===== src/rtl/y_mc_ctrl.sv =====
// y_mc_ctrl: multi-cycle control unit and PC sequencer for the yIF/yID/yEX/yDM/yWB
// datapath. Latches each instruction, decodes it and walks it through
// FETCH/DECODE/EXEC/MEM/WB. It also handles the data-memory wait/timeout,
// traps illegal instructions and counts retired instructions.
module y_mc_ctrl #(
  parameter int unsigned          XLEN     = 32,
  parameter logic [XLEN-1:0]      RESET_PC = 'h28,
  parameter int unsigned          TMO_W    = 4,
  parameter int unsigned          CNT_W    = 32
) (
  input  logic             clk,
  input  logic             rst_n,
  input  logic [31:0]      ins,
  input  logic             zero,
  input  logic             mem_ready,
  input  logic [XLEN-1:0]  PCp4,
  input  logic [XLEN-1:0]  branch,
  input  logic [XLEN-1:0]  jTarget,
  output logic [XLEN-1:0]  PC,
  output logic [31:0]      ir,
  output logic             RegWrite,
  output logic             ALUSrc,
  output logic [2:0]       op,
  output logic             MemRead,
  output logic             MemWrite,
  output logic [1:0]       Mem2Reg,
  output logic [2:0]       state,
  output logic             trap,
  output logic [CNT_W-1:0] retired
);

  typedef enum logic [2:0] {
    S_FETCH  = 3'd0,
    S_DECODE = 3'd1,
    S_EXEC   = 3'd2,
    S_MEM    = 3'd3,
    S_WB     = 3'd4,
    S_TRAP   = 3'd7
  } state_e;

  // Last wait count before giving up: the (2^TMO_W-1)th low cycle traps.
  localparam logic [TMO_W-1:0] TMO_LAST = {{(TMO_W-1){1'b1}}, 1'b0};

  localparam logic [2:0] OP_ADD = 3'b010;
  localparam logic [2:0] OP_SUB = 3'b110;
  localparam logic [2:0] OP_AND = 3'b000;
  localparam logic [2:0] OP_OR  = 3'b001;
  localparam logic [2:0] OP_SLT = 3'b111;

  state_e           r_state;
  state_e           w_next;
  logic [XLEN-1:0]  r_pc;
  logic [31:0]      r_ir;
  logic             r_trap;
  logic [CNT_W-1:0] r_retired;
  logic [TMO_W-1:0] r_tmo;

  logic [6:0]       w_opcode;
  logic [2:0]       w_f3;
  logic [6:0]       w_f7;
  logic             w_isR;
  logic             w_isI;
  logic             w_isLw;
  logic             w_isSw;
  logic             w_isBeq;
  logic             w_isJal;
  logic             w_legal;
  logic [2:0]       w_aluOp;
  logic             w_aluSrc;
  logic             w_retire;
  logic [XLEN-1:0]  w_pcNext;

  assign w_opcode = r_ir[6:0];
  assign w_f3     = r_ir[14:12];
  assign w_f7     = r_ir[31:25];

  // Decode the latched instruction into class, legality, ALU op and operand select.
  always_comb begin
    w_isR    = 1'b0;
    w_isI    = 1'b0;
    w_isLw   = 1'b0;
    w_isSw   = 1'b0;
    w_isBeq  = 1'b0;
    w_isJal  = 1'b0;
    w_legal  = 1'b0;
    w_aluOp  = OP_ADD;
    w_aluSrc = 1'b0;
    case (w_opcode)
      7'h33: begin
        w_isR = 1'b1;
        case (w_f3)
          3'b000: begin
            if (w_f7 == 7'h00) begin
              w_legal = 1'b1;
              w_aluOp = OP_ADD;
            end else if (w_f7 == 7'h20) begin
              w_legal = 1'b1;
              w_aluOp = OP_SUB;
            end
          end
          3'b111: begin
            w_legal = (w_f7 == 7'h00);
            w_aluOp = OP_AND;
          end
          3'b110: begin
            w_legal = (w_f7 == 7'h00);
            w_aluOp = OP_OR;
          end
          3'b010: begin
            w_legal = (w_f7 == 7'h00);
            w_aluOp = OP_SLT;
          end
          default: w_legal = 1'b0;
        endcase
      end
      7'h13: begin
        w_isI    = 1'b1;
        w_aluSrc = 1'b1;
        case (w_f3)
          3'b000: begin
            w_legal = 1'b1;
            w_aluOp = OP_ADD;
          end
          3'b111: begin
            w_legal = 1'b1;
            w_aluOp = OP_AND;
          end
          3'b110: begin
            w_legal = 1'b1;
            w_aluOp = OP_OR;
          end
          3'b010: begin
            w_legal = 1'b1;
            w_aluOp = OP_SLT;
          end
          default: w_legal = 1'b0;
        endcase
      end
      7'h03: begin
        w_isLw   = 1'b1;
        w_legal  = 1'b1;
        w_aluSrc = 1'b1;
      end
      7'h23: begin
        w_isSw   = 1'b1;
        w_legal  = 1'b1;
        w_aluSrc = 1'b1;
      end
      7'h63: begin
        w_isBeq = 1'b1;
        w_legal = (w_f3 == 3'b000);
        w_aluOp = OP_SUB;
      end
      7'h6F: begin
        w_isJal  = 1'b1;
        w_legal  = 1'b1;
        w_aluSrc = 1'b1;
      end
      default: w_legal = 1'b0;
    endcase
  end

  // State register; reset drops straight back to FETCH.
  always_ff @(posedge clk or negedge rst_n) begin
    if (!rst_n) begin
      r_state <= S_FETCH;
    end else begin
      r_state <= w_next;
    end
  end

  // Next-state logic, including the memory wait timeout and the trap sink.
  always_comb begin
    w_next = r_state;
    case (r_state)
      S_FETCH:  w_next = S_DECODE;
      S_DECODE: w_next = w_legal ? S_EXEC : S_TRAP;
      S_EXEC: begin
        if (w_isLw || w_isSw) begin
          w_next = S_MEM;
        end else if (w_isBeq) begin
          w_next = S_FETCH;
        end else begin
          w_next = S_WB;
        end
      end
      S_MEM: begin
        if (mem_ready) begin
          w_next = w_isLw ? S_WB : S_FETCH;
        end else if (r_tmo == TMO_LAST) begin
          w_next = S_TRAP;
        end
      end
      S_WB:     w_next = S_FETCH;
      S_TRAP:   w_next = S_TRAP;
      default:  w_next = S_TRAP;
    endcase
  end

  // An instruction retires on the cycle it hands the PC its successor.
  always_comb begin
    w_retire = 1'b0;
    w_pcNext = PCp4;
    case (r_state)
      S_EXEC: begin
        w_retire = w_isBeq;
        w_pcNext = zero ? branch : PCp4;
      end
      S_MEM: begin
        w_retire = w_isSw && mem_ready;
      end
      S_WB: begin
        w_retire = 1'b1;
        w_pcNext = w_isJal ? jTarget : PCp4;
      end
      default: w_retire = 1'b0;
    endcase
  end

  // Architectural registers: instruction latch, PC, retire count, sticky trap, wait counter.
  always_ff @(posedge clk or negedge rst_n) begin
    if (!rst_n) begin
      r_pc      <= RESET_PC;
      r_ir      <= 32'h0;
      r_trap    <= 1'b0;
      r_retired <= '0;
      r_tmo     <= '0;
    end else begin
      if (r_state == S_FETCH) begin
        r_ir <= ins;
      end
      if (w_retire) begin
        r_pc      <= w_pcNext;
        r_retired <= r_retired + CNT_W'(1);
      end
      if (w_next == S_TRAP) begin
        r_trap <= 1'b1;
      end
      if (r_state == S_MEM) begin
        r_tmo <= r_tmo + TMO_W'(1);
      end else begin
        r_tmo <= '0;
      end
    end
  end

  // Moore control outputs from state and latched instruction only.
  always_comb begin
    RegWrite = 1'b0;
    ALUSrc   = 1'b0;
    op       = OP_ADD;
    MemRead  = 1'b0;
    MemWrite = 1'b0;
    Mem2Reg  = 2'b00;
    case (r_state)
      S_EXEC: begin
        op     = w_aluOp;
        ALUSrc = w_aluSrc;
      end
      S_MEM: begin
        op       = w_aluOp;
        ALUSrc   = w_aluSrc;
        MemRead  = w_isLw;
        MemWrite = w_isSw;
      end
      S_WB: begin
        op       = w_aluOp;
        ALUSrc   = w_aluSrc;
        RegWrite = 1'b1;
        if (w_isLw) begin
          Mem2Reg = 2'b01;
        end else if (w_isJal) begin
          Mem2Reg = 2'b10;
        end
      end
      default: RegWrite = 1'b0;
    endcase
  end

  assign PC      = r_pc;
  assign ir      = r_ir;
  assign trap    = r_trap;
  assign retired = r_retired;
  assign state   = r_state;

endmodule

===== config.mk =====
export PLATFORM = sky130hd
export DESIGN_NAME = y_mc_ctrl
export DESIGN_NICKNAME = d
export VERILOG_FILES = /design/src/rtl/y_mc_ctrl.sv
export SDC_FILE = /design/constraint.sdc
export NUM_CORES = 1
export LEC_CHECK = 0
export ABC_AREA = 1
export CAP_MARGIN = 20
export CORE_ASPECT_RATIO = 1.2
export CORE_MARGIN = 5
export CORE_UTILIZATION = 37
export CTS_CLUSTER_SIZE = 16
export DETAILED_ROUTE_END_ITERATION = 6
export PLACE_DENSITY = 0.75
export SLEW_MARGIN = 10
export SYNTH_ARGS = -nofsm -noshare
export SYNTH_HDL_FRONTEND = slang
export SYNTH_SLANG_ARGS = --single-unit

===== constraint.sdc =====
create_clock -name clk -period 1.4 [get_ports clk]
set_input_delay 0.28 -clock clk [delete_from_list [all_inputs] [get_ports clk]]
set_output_delay 0.28 -clock clk [all_outputs]
set_load 0.01 [all_outputs]

==> results of run 1 <==
## cells by family (layout without fill, tap and decap cells)
family / Yosys count / in the layout / synth area share
other cells: 0 / 1 / 0
fa+ha+maj: 3 / 3 / 0.00597
xor+xnor: 25 / 25 / 0.0348
simple gates: 498 / 499 / 0.320
buf+inv: 119 / 522 / 0.0806
mux: 26 / 26 / 0.0466
compound gates: 122 / 122 / 0.0976
flops: 104 / 104 / 0.414
## state kept, by name (all words and copies together) (netlist names)
register	count
PC	32
ir	32
r_tmo	4
retired	32
state	3
trap	1
## final cells by class
type	count	share of cell area
Clock buffer	10	0.0204
Antenna cell	1	0.000223
Inverter	80	0.0279
Multi-Input combinational cell	675	0.315
Sequential cell	104	0.233
Tap cell	216	0.0241
Timing Repair Buffer	426	0.373
Clock inverter	6	0.00603
## cells in the mapped netlist
cell type / instances / area, um2
sky130_fd_sc_hd__a21oi_1: 41 / 205
sky130_fd_sc_hd__buf_1: 2 / 7.51
sky130_fd_sc_hd__buf_2: 15 / 75.1
sky130_fd_sc_hd__buf_4: 5 / 37.5
sky130_fd_sc_hd__buf_6: 3 / 33.8
sky130_fd_sc_hd__clkbuf_1: 14 / 52.6
sky130_fd_sc_hd__dfrtp_1: 102 / 2550
sky130_fd_sc_hd__dfstp_2: 2 / 52.6
sky130_fd_sc_hd__ha_1: 3 / 37.5
sky130_fd_sc_hd__inv_1: 78 / 293
sky130_fd_sc_hd__inv_2: 2 / 7.51
sky130_fd_sc_hd__mux2_2: 26 / 293
sky130_fd_sc_hd__nand2_1: 348 / 1310
sky130_fd_sc_hd__nand3_1: 50 / 250
sky130_fd_sc_hd__nand3_2: 2 / 20.0
sky130_fd_sc_hd__nand3b_1: 3 / 22.5
sky130_fd_sc_hd__nand4_1: 7 / 43.8
sky130_fd_sc_hd__nor2_1: 65 / 244
sky130_fd_sc_hd__nor2_2: 2 / 12.5
sky130_fd_sc_hd__nor3_1: 17 / 85.1
sky130_fd_sc_hd__nor3b_1: 1 / 7.51
sky130_fd_sc_hd__nor4_1: 2 / 12.5
sky130_fd_sc_hd__o21a_1: 1 / 7.51
sky130_fd_sc_hd__o21ai_0: 79 / 395
sky130_fd_sc_hd__o21ai_1: 1 / 5.00
sky130_fd_sc_hd__or2_2: 1 / 6.26
sky130_fd_sc_hd__xnor2_1: 9 / 78.8
sky130_fd_sc_hd__xor2_1: 16 / 140
## worst max-delay path by stage
stage,from,end
after floorplan,ir[4]$_DFFE_PN0P_,retired[25]$_DFFE_PN0P_
after global placement,ir[3]$_DFFE_PN0P_,op[0]
after detailed placement,ir[3]$_DFFE_PN0P_,op[0]
after CTS,ir[3]$_DFFE_PN0P_,op[2]
after global routing,ir[2]$_DFFE_PN0P_,op[2]
final,ir[2]$_DFFE_PN0P_,op[2]
## layer usage
layer  vias to the layer above  GRT usage  share of wire
li1                       3666          -              -
met5                         -          0        0.00028
met2                       282      0.436           0.51
met4                         2     0.0870          0.035
met1                      3565      0.281           0.37
met3                        68     0.0775          0.080
## power groups by stage
stage	clock network, W	registers (W)	logic, W
final	0.00260	0.00315	0.00109
after global routing	0.00282	0.00316	0.00119
after CTS	0.00265	0.00315	0.00108
after detailed placement	0	0.00321	0.00109
after global placement	0	0.00320	0.00108
after floorplan	0	0.00326	0.000247
## per-stage QoR
stage	cells	setup WS (ns)	setup TNS, ns	area, um2
after floorplan	897	-0.109	-4.61	6400
after global placement	1445	-0.646	-36.01	9950
after detailed placement	1445	-0.658	-38.81	9950
after CTS	1512	-0.542	-24.02	11000
after global routing	1518	-0.693	-35.72	11200
final	1518	-0.576	-29.94	11200
## repair_timing
action | CTS | global route
hold buffers | 1 | 0
gates resized for setup | 346 | 73
setup buffers | 48 | 15
endpoints found under the hold margin | 18 | 0
gates cloned | 10 | 2
endpoints found under the setup margin | 184 | 134
pin swaps | 16 | 12
==> impl_results.rst, run 1 <==
.. list-table::
   :header-rows: 1

   * - Metric
     - Value
   * - Highest-count cells in the layout ignoring fill and taps
     - sky130_fd_sc_hd__nand2_1, sky130_fd_sc_hd__clkdlybuf4s50_1, sky130_fd_sc_hd__buf_4
   * - Sum of overflow across all layers after global routing
     - 0
   * - Category of the critical setup timing path
     - flop to primary output
   * - Sequential standard cell area
     - 2610 um2
   * - Crit path DAT
     - 1.70 ns
   * - Sum of internal, switching and leakage power
     - 0.00685 W
   * - Maximum level of the CTS H-tree
     - 3
   * - Kind of end point of the critical path
     - primary output
   * - Post-route minimum period
     - 1.98 ns
   * - Total of fill cells in the finished design
     - 1362
   * - Routed wire per std cell
     - 16.7 um
   * - Reg power frac
     - 0.460
   * - Internal reg-to-reg setup slack
     - -0.41 ns
   * - Routed via count
     - 7583
   * - Outcome
     - complete, but fails checks
   * - Violated checks
     - setup timing
   * - Residual DRC
     - 0
   * - Multi-input gate area in the final layout
     - 3530 um2
   * - Final Max Slew Viols
     - 0
   * - Initial cell density of the core
     - 0.374
   * - Core Footprint
     - 16800 um2
   * - Height of the die
     - 153 um
   * - Slew at the pin closest to its max-slew limit
     - 0.336 ns
   * - Clock skew after layout
     - 0.00824 ns
   * - Routed Wire Length
     - 25300 um
   * - Post-Synthesis Cell Area
     - 6280 um2
   * - Width of the chip
     - 129 um
   * - TritonCTS Buffers
     - 9
   * - Total leakage power
     - 5.60 nW
   * - Register area share after synthesis
     - 0.414
   * - Maximum number of pins on one net before global-route repair
     - 51
   * - Area added between synthesis and finish
     - 78.2%
   * - Number of I/O pins
     - 241
   * - Remaining number of nets flagged by the antenna check after routing
     - 0
   * - Global-route wire length before repair
     - 38700 um
   * - Largest incremental delay on the critical path
     - 0.40 ns
   * - Series of cell instances along the critical path
     - buf_4 > nor2_2 > nand2_1 > nor3_4 > a21oi_2 > a21oi_2 > buf_2
   * - Mean instance size in the synthesized netlist
     - 7.01 um2
   * - Relative contribution of combinational cells to total power
     - 0.160
   * - Largest vdd supply drop
     - 0.000476 V
   * - Worst r2r dst
     - retired[2]$_DFFE_PN0P_
   * - Cell class contributing the biggest share of worst-path delay
     - flip-flops
   * - Mapped Cells
     - 897
   * - Switching power of the nets
     - 0.00172 W
   * - CTS tree
     - built
   * - Power per standard cell area
     - 612 nW/um2
   * - Total setup violations reported at the end of the flow
     - 105
   * - Register bit count reported by yosys
     - 104
   * - Count of input and output buffers
     - 240
   * - Final nets
     - 1431
   * - Proportion of layout cells with a drive suffix above 1
     - 0.282
   * - Number of warnings reported in the yosys synthesis log
     - 0
   * - Routed via count divided by cell count
     - 5.00
   * - Maximum fanout encountered on the critical timing path
     - 3
   * - Clock share of power
     - 0.380
   * - Worst endpoint required time
     - 1.12 ns
   * - Clock slew seen by the registers of the worst setup and hold paths
     - 0.07 ns
   * - Worst setup slack after layout
     - -0.576 ns
   * - Root buffer cell
     - sky130_fd_sc_hd__clkbuf_16
   * - RR Startpoint
     - state[2]$_DFF_PN0_
   * - Antenna violations before repair
     - 2
   * - Violation count after the first detailed-route iteration
     - 461
   * - Hold slack
     - 0.366 ns
   * - Post-route clock period utilization
     - 1.41
   * - Kind of start point of the critical path
     - flop
   * - Vias in the first global route
     - 7633
   * - Cell Rows
     - 52
   * - Achievable clock frequency
     - 506 MHz
   * - Setup repair after global routing missed its margin
     - yes
   * - Total buffers and inverters traversed by the critical path
     - 2
   * - Internal Power
     - 0.00513 W
   * - Worst slew margin relative to its limit
     - 0.776
   * - Final Hold Vio Count
     - 0
   * - Global placement routability congestion
     - 0.920
   * - Crit-path most repeated cell
     - sky130_fd_sc_hd__a21oi_2
   * - Unique cell type count in the Yosys netlist
     - 28
   * - Post-layout utilization of the core
     - 0.667
   * - Post-Syn Nets
     - 1032
   * - Max-Cap Viols
     - 0
   * - Overall Global Routing Usage
     - 0.248
   * - Count of cell instances traversed by the critical path
     - 7
   * - Clock tree buffer depth
     - 2
   * - Full die area
     - 19700 um2
   * - Latest clock arrival within the worst-skew pair
     - 0.35 ns
   * - Detailed-routing iteration count for the pre-antenna-repair pass
     - 7
   * - Net Sw Frac
     - 0.251
   * - Tightest Hold Check Type
     - input port to asynchronous set/reset pin
   * - Crit path max-delay cell type
     - sky130_fd_sc_hd__dfrtp_1
   * - Clock sink total
     - 104
   * - DPL Wire Length
     - 17700 um
   * - Cells on worst reg2reg path
     - 10
   * - Commonest non-fill, non-tap cell in the layout
     - sky130_fd_sc_hd__nand2_1
No activity file was read; power rests on OpenSTA's default activity.
==> run 2: changes to the inputs <==
--- a/config.mk
+++ b/config.mk
@@ -13,6 +13,7 @@
 export CTS_CLUSTER_SIZE = 16
 export DETAILED_ROUTE_END_ITERATION = 6
 export PLACE_DENSITY = 0.75
+export SETUP_SLACK_MARGIN = 0.1
 export SLEW_MARGIN = 10
 export SYNTH_ARGS = -nofsm -noshare
 export SYNTH_HDL_FRONTEND = slang
==> run 2 against run 1 <==
Compared with the run above: the run still ends with setup timing left; core utilization is 5.2 points higher; clock skew up 0.0074 ns; global-route usage is 1.6 points higher; first-iteration DRC count increased by 11%; maximum frequency shrank 2.7%; total power rose by 2.8%; final area is 7.8% higher; cell count rose by 2.7%; register-to-register slack lost 0.11 ns; clock power is 4% higher; sequential power is essentially flat; combinational power is 8% higher; critical endpoint unchanged; largest power group unchanged; highest routed layer is now met4.
==> impl_results.rst, run 2 (synthesis results as in run 1) <==
.. list-table::
   :header-rows: 1

   * - Metric
     - Value
   * - Residual DRC
     - 0 (unchanged)
   * - DPL Wire Length
     - 17100 um (-3.4%)
   * - Switching power of the nets
     - 0.00181 W (+5.1%)
   * - Max-Cap Viols
     - 0 (unchanged)
   * - Instance area after placement
     - 9870 um2 (-0.78%)
   * - RR Startpoint
     - ir[3]$_DFFE_PN0P_
   * - Crit path DAT
     - 1.75 ns (+0.05 ns)
   * - Antenna violations before repair
     - 0 (-2)
   * - Worst endpoint required time
     - 1.12 ns (about the same)
   * - Multi-input gate area in the final layout
     - 3680 um2 (+4.4%)
   * - Final Hold Vio Count
     - 0 (unchanged)
   * - Tightest Hold Check Type
     - input port to asynchronous set/reset pin
   * - Remaining number of nets flagged by the antenna check after routing
     - 0 (unchanged)
   * - Count of input and output buffers
     - 240 (unchanged)
   * - Width of the chip
     - 129 um (unchanged)
   * - Cell area after layout
     - 12100 um2 (+7.8%)
   * - Highest-count cells in the layout ignoring fill and taps
     - sky130_fd_sc_hd__nand2_1, sky130_fd_sc_hd__clkdlybuf4s50_1, sky130_fd_sc_hd__buf_4
   * - Routed wire per std cell
     - 18.4 um (+10%)
   * - Initial cell density of the core
     - 0.374 (unchanged)
   * - Detailed-routing iteration count for the pre-antenna-repair pass
     - 5 (-2)
   * - Maximum level of the CTS H-tree
     - 3 (unchanged)
   * - Core Footprint
     - 16800 um2 (unchanged)
   * - Overall Global Routing Usage
     - 0.265 (+0.0162)
   * - Clock sink total
     - 104 (unchanged)
   * - Routed via count
     - 8053 (+6.2%)
   * - Global placement routability congestion
     - 0.909 (-1.2%)
   * - Number of I/O pins
     - 241 (unchanged)
   * - Clock share of power
     - 0.383 (+0.003)
   * - Routed via count divided by cell count
     - 5.17 (+3.4%)
   * - Reg power frac
     - 0.450 (-0.010)
   * - Worst slew margin relative to its limit
     - 0.753 (-0.0229)
   * - Maximum fanout encountered on the critical timing path
     - 3 (unchanged)
   * - Sequential standard cell area
     - 2610 um2 (unchanged)
   * - Total setup violations reported at the end of the flow
     - 112 (+6.7%)
   * - Kind of end point of the critical path
     - primary output
   * - TritonCTS Buffers
     - 9 (unchanged)
   * - Internal Power
     - 0.00523 W (+2.1%)
   * - Area added between synthesis and finish
     - 92.1%
   * - Cell Rows
     - 52 (unchanged)
   * - Vias in the first global route
     - 8050 (+5.5%)
   * - Clock skew after layout
     - 0.0157 ns (+0.00743 ns)
   * - Violation count after the first detailed-route iteration
     - 510 (+11%)
   * - Clock slew seen by the registers of the worst setup and hold paths
     - 0.07 ns (about the same)
   * - Category of the critical setup timing path
     - flop to primary output
   * - Sum of internal, switching and leakage power
     - 0.00704 W (+2.8%)
   * - Commonest non-fill, non-tap cell in the layout
     - sky130_fd_sc_hd__nand2_1
   * - Total of fill cells in the finished design
     - 1206 (-11%)
   * - Routed Wire Length
     - 28700 um (+13%)
   * - CTS tree
     - built
   * - Relative contribution of combinational cells to total power
     - 0.167 (+0.007)
   * - Number of non-filler instances in the completed layout
     - 1559 (+2.7%)
   * - Antenna diode instance count
     - 0 (-1)
   * - Post-route clock period utilization
     - 1.45 (+0.0391)
   * - Final Max Slew Viols
     - 0 (unchanged)
   * - Cells after DPL
     - 1434 (-0.76%)
   * - Worst setup slack after layout
     - -0.630 ns (-0.0547 ns)
   * - Sum of overflow across all layers after global routing
     - 0 (unchanged)
   * - Clock tree buffer depth
     - 2 (unchanged)
   * - Achievable clock frequency
     - 493 MHz (-2.7%)
   * - Total leakage power
     - 5.96 nW (+6.4%)
   * - Setup repair after global routing missed its margin
     - yes
   * - Height of the die
     - 153 um (unchanged)
   * - Outcome
     - complete, but fails checks
   * - Cells on worst reg2reg path
     - 12 (+2)
   * - Post-route minimum period
     - 2.03 ns (+0.0547 ns)
   * - Full die area
     - 19700 um2 (unchanged)
   * - Latest clock arrival within the worst-skew pair
     - 0.36 ns (about the same)
   * - Maximum number of pins on one net before global-route repair
     - 54 (+5.9%)
   * - Slew at the pin closest to its max-slew limit
     - 0.367 ns (+0.0315 ns)
   * - Power per standard cell area
     - 583 nW/um2 (-4.6%)
   * - Root buffer cell
     - sky130_fd_sc_hd__clkbuf_16
   * - Critical path launch point
     - ir[3]$_DFFE_PN0P_
   * - Global-route wire length before repair
     - 41400 um (+6.7%)
   * - Net Sw Frac
     - 0.257 (+0.00553)
   * - Kind of start point of the critical path
     - flop
   * - Largest vdd supply drop
     - 0.000517 V (+8.8%)
   * - Proportion of layout cells with a drive suffix above 1
     - 0.368 (+0.0857)
   * - Setup TNS Final
     - -36.89 ns (-6.95 ns)
   * - Final nets
     - 1473 (+2.9%)
   * - Violated checks
     - setup timing
==> run 2: changes by cell type in the layout (fill, tap and decap cells not counted), moves of 8 or more <==
cell                              previous run  this run
sky130_fd_sc_hd__clkbuf_2                   11        20
sky130_fd_sc_hd__buf_6                      56       106
sky130_fd_sc_hd__buf_16                      7        15
sky130_fd_sc_hd__dlygate4sd2_1              55         0
sky130_fd_sc_hd__nand2_2                    20        58
sky130_fd_sc_hd__clkdlybuf4s15_1             2        17
sky130_fd_sc_hd__nand2_1                   321       277
==> run 2: layout make-up <==
cell class,instances,share of cell area
timing repair buffer,469,0.404
inverter,80,0.0266
clock inverter,6,0.00539
sequential,104,0.216
clock buffer,10,0.0198
multi-input combinational,674,0.305
tap,216,0.0224
==> run 2: path summary, 6_finish.rpt <==
path	to	slack [ns]
min in group clk	trap$_DFFE_PN0N_	0.47
worst min-delay path	PC[8]$_DFFE_PN0P_	0.27
worst max-delay path	op[2]	-0.63
worst min register to register	trap$_DFFE_PN0N_	0.47
worst max register to register	PC[6]$_DFFE_PN0P_	-0.52
max in group asynchronous	PC[5]$_DFFE_PN1P_	0.62
==> run 2: metrics by stage <==
| stage | setup WS [ns] | util | hold WS (ns) |
|---|---|---|---|
| after floorplan | -0.109 | - | -0.0156 |
| after global placement | -0.604 | 0.588 | 0.0921 |
| after detailed placement | -0.622 | 0.588 | 0.0931 |
| after CTS | -0.529 | 0.689 | 0.251 |
| after global routing | -0.698 | 0.719 | 0.266 |
| final | -0.630 | 0.719 | 0.265 |
==> run 2: power by group through the flow <==
| stage | logic, W | registers, W | clock network (W) |
|---|---|---|---|
| after CTS | 0.00112 | 0.00316 | 0.00272 |
| after global routing | 0.00127 | 0.00318 | 0.00285 |
| after floorplan | 0.000247 | 0.00326 | 0 |
| final | 0.00118 | 0.00317 | 0.00270 |
| after detailed placement | 0.00108 | 0.00321 | 0 |
| after global placement | 0.00107 | 0.00321 | 0 |
==> run 2: metal layers <==
| metal | wire length, um | vias up | global-route usage |
|---|---|---|---|
| met1 | 10400 | 3831 | 0.303 |
| met4 | 1240 | 0 | 0.126 |
| met3 | 2180 | 98 | 0.0645 |
| met5 | 0 | - | 0 |
| li1 | - | 3745 | - |
| met2 | 15000 | 379 | 0.457 |
==> run 2: critical path, stage by stage (launching register included) <==
cell and delay, ns:
sky130_fd_sc_hd__dfrtp_1 0.42, sky130_fd_sc_hd__nor2_1 0.22, sky130_fd_sc_hd__nand2_2 0.13, sky130_fd_sc_hd__nor3_4 0.22, sky130_fd_sc_hd__a21oi_1 0.12, sky130_fd_sc_hd__a21oi_2 0.14
sky130_fd_sc_hd__buf_2 0.14
==> run 2: what timing repair did <==
action,4_1_cts,5_1_grt
hold buffers,1,0
hold endpoints to repair,102,0
gates resized for setup,569,97
buffers inserted,61,52
cloned,16,2
endpoints found under the setup margin,202,181
pin swaps,57,20
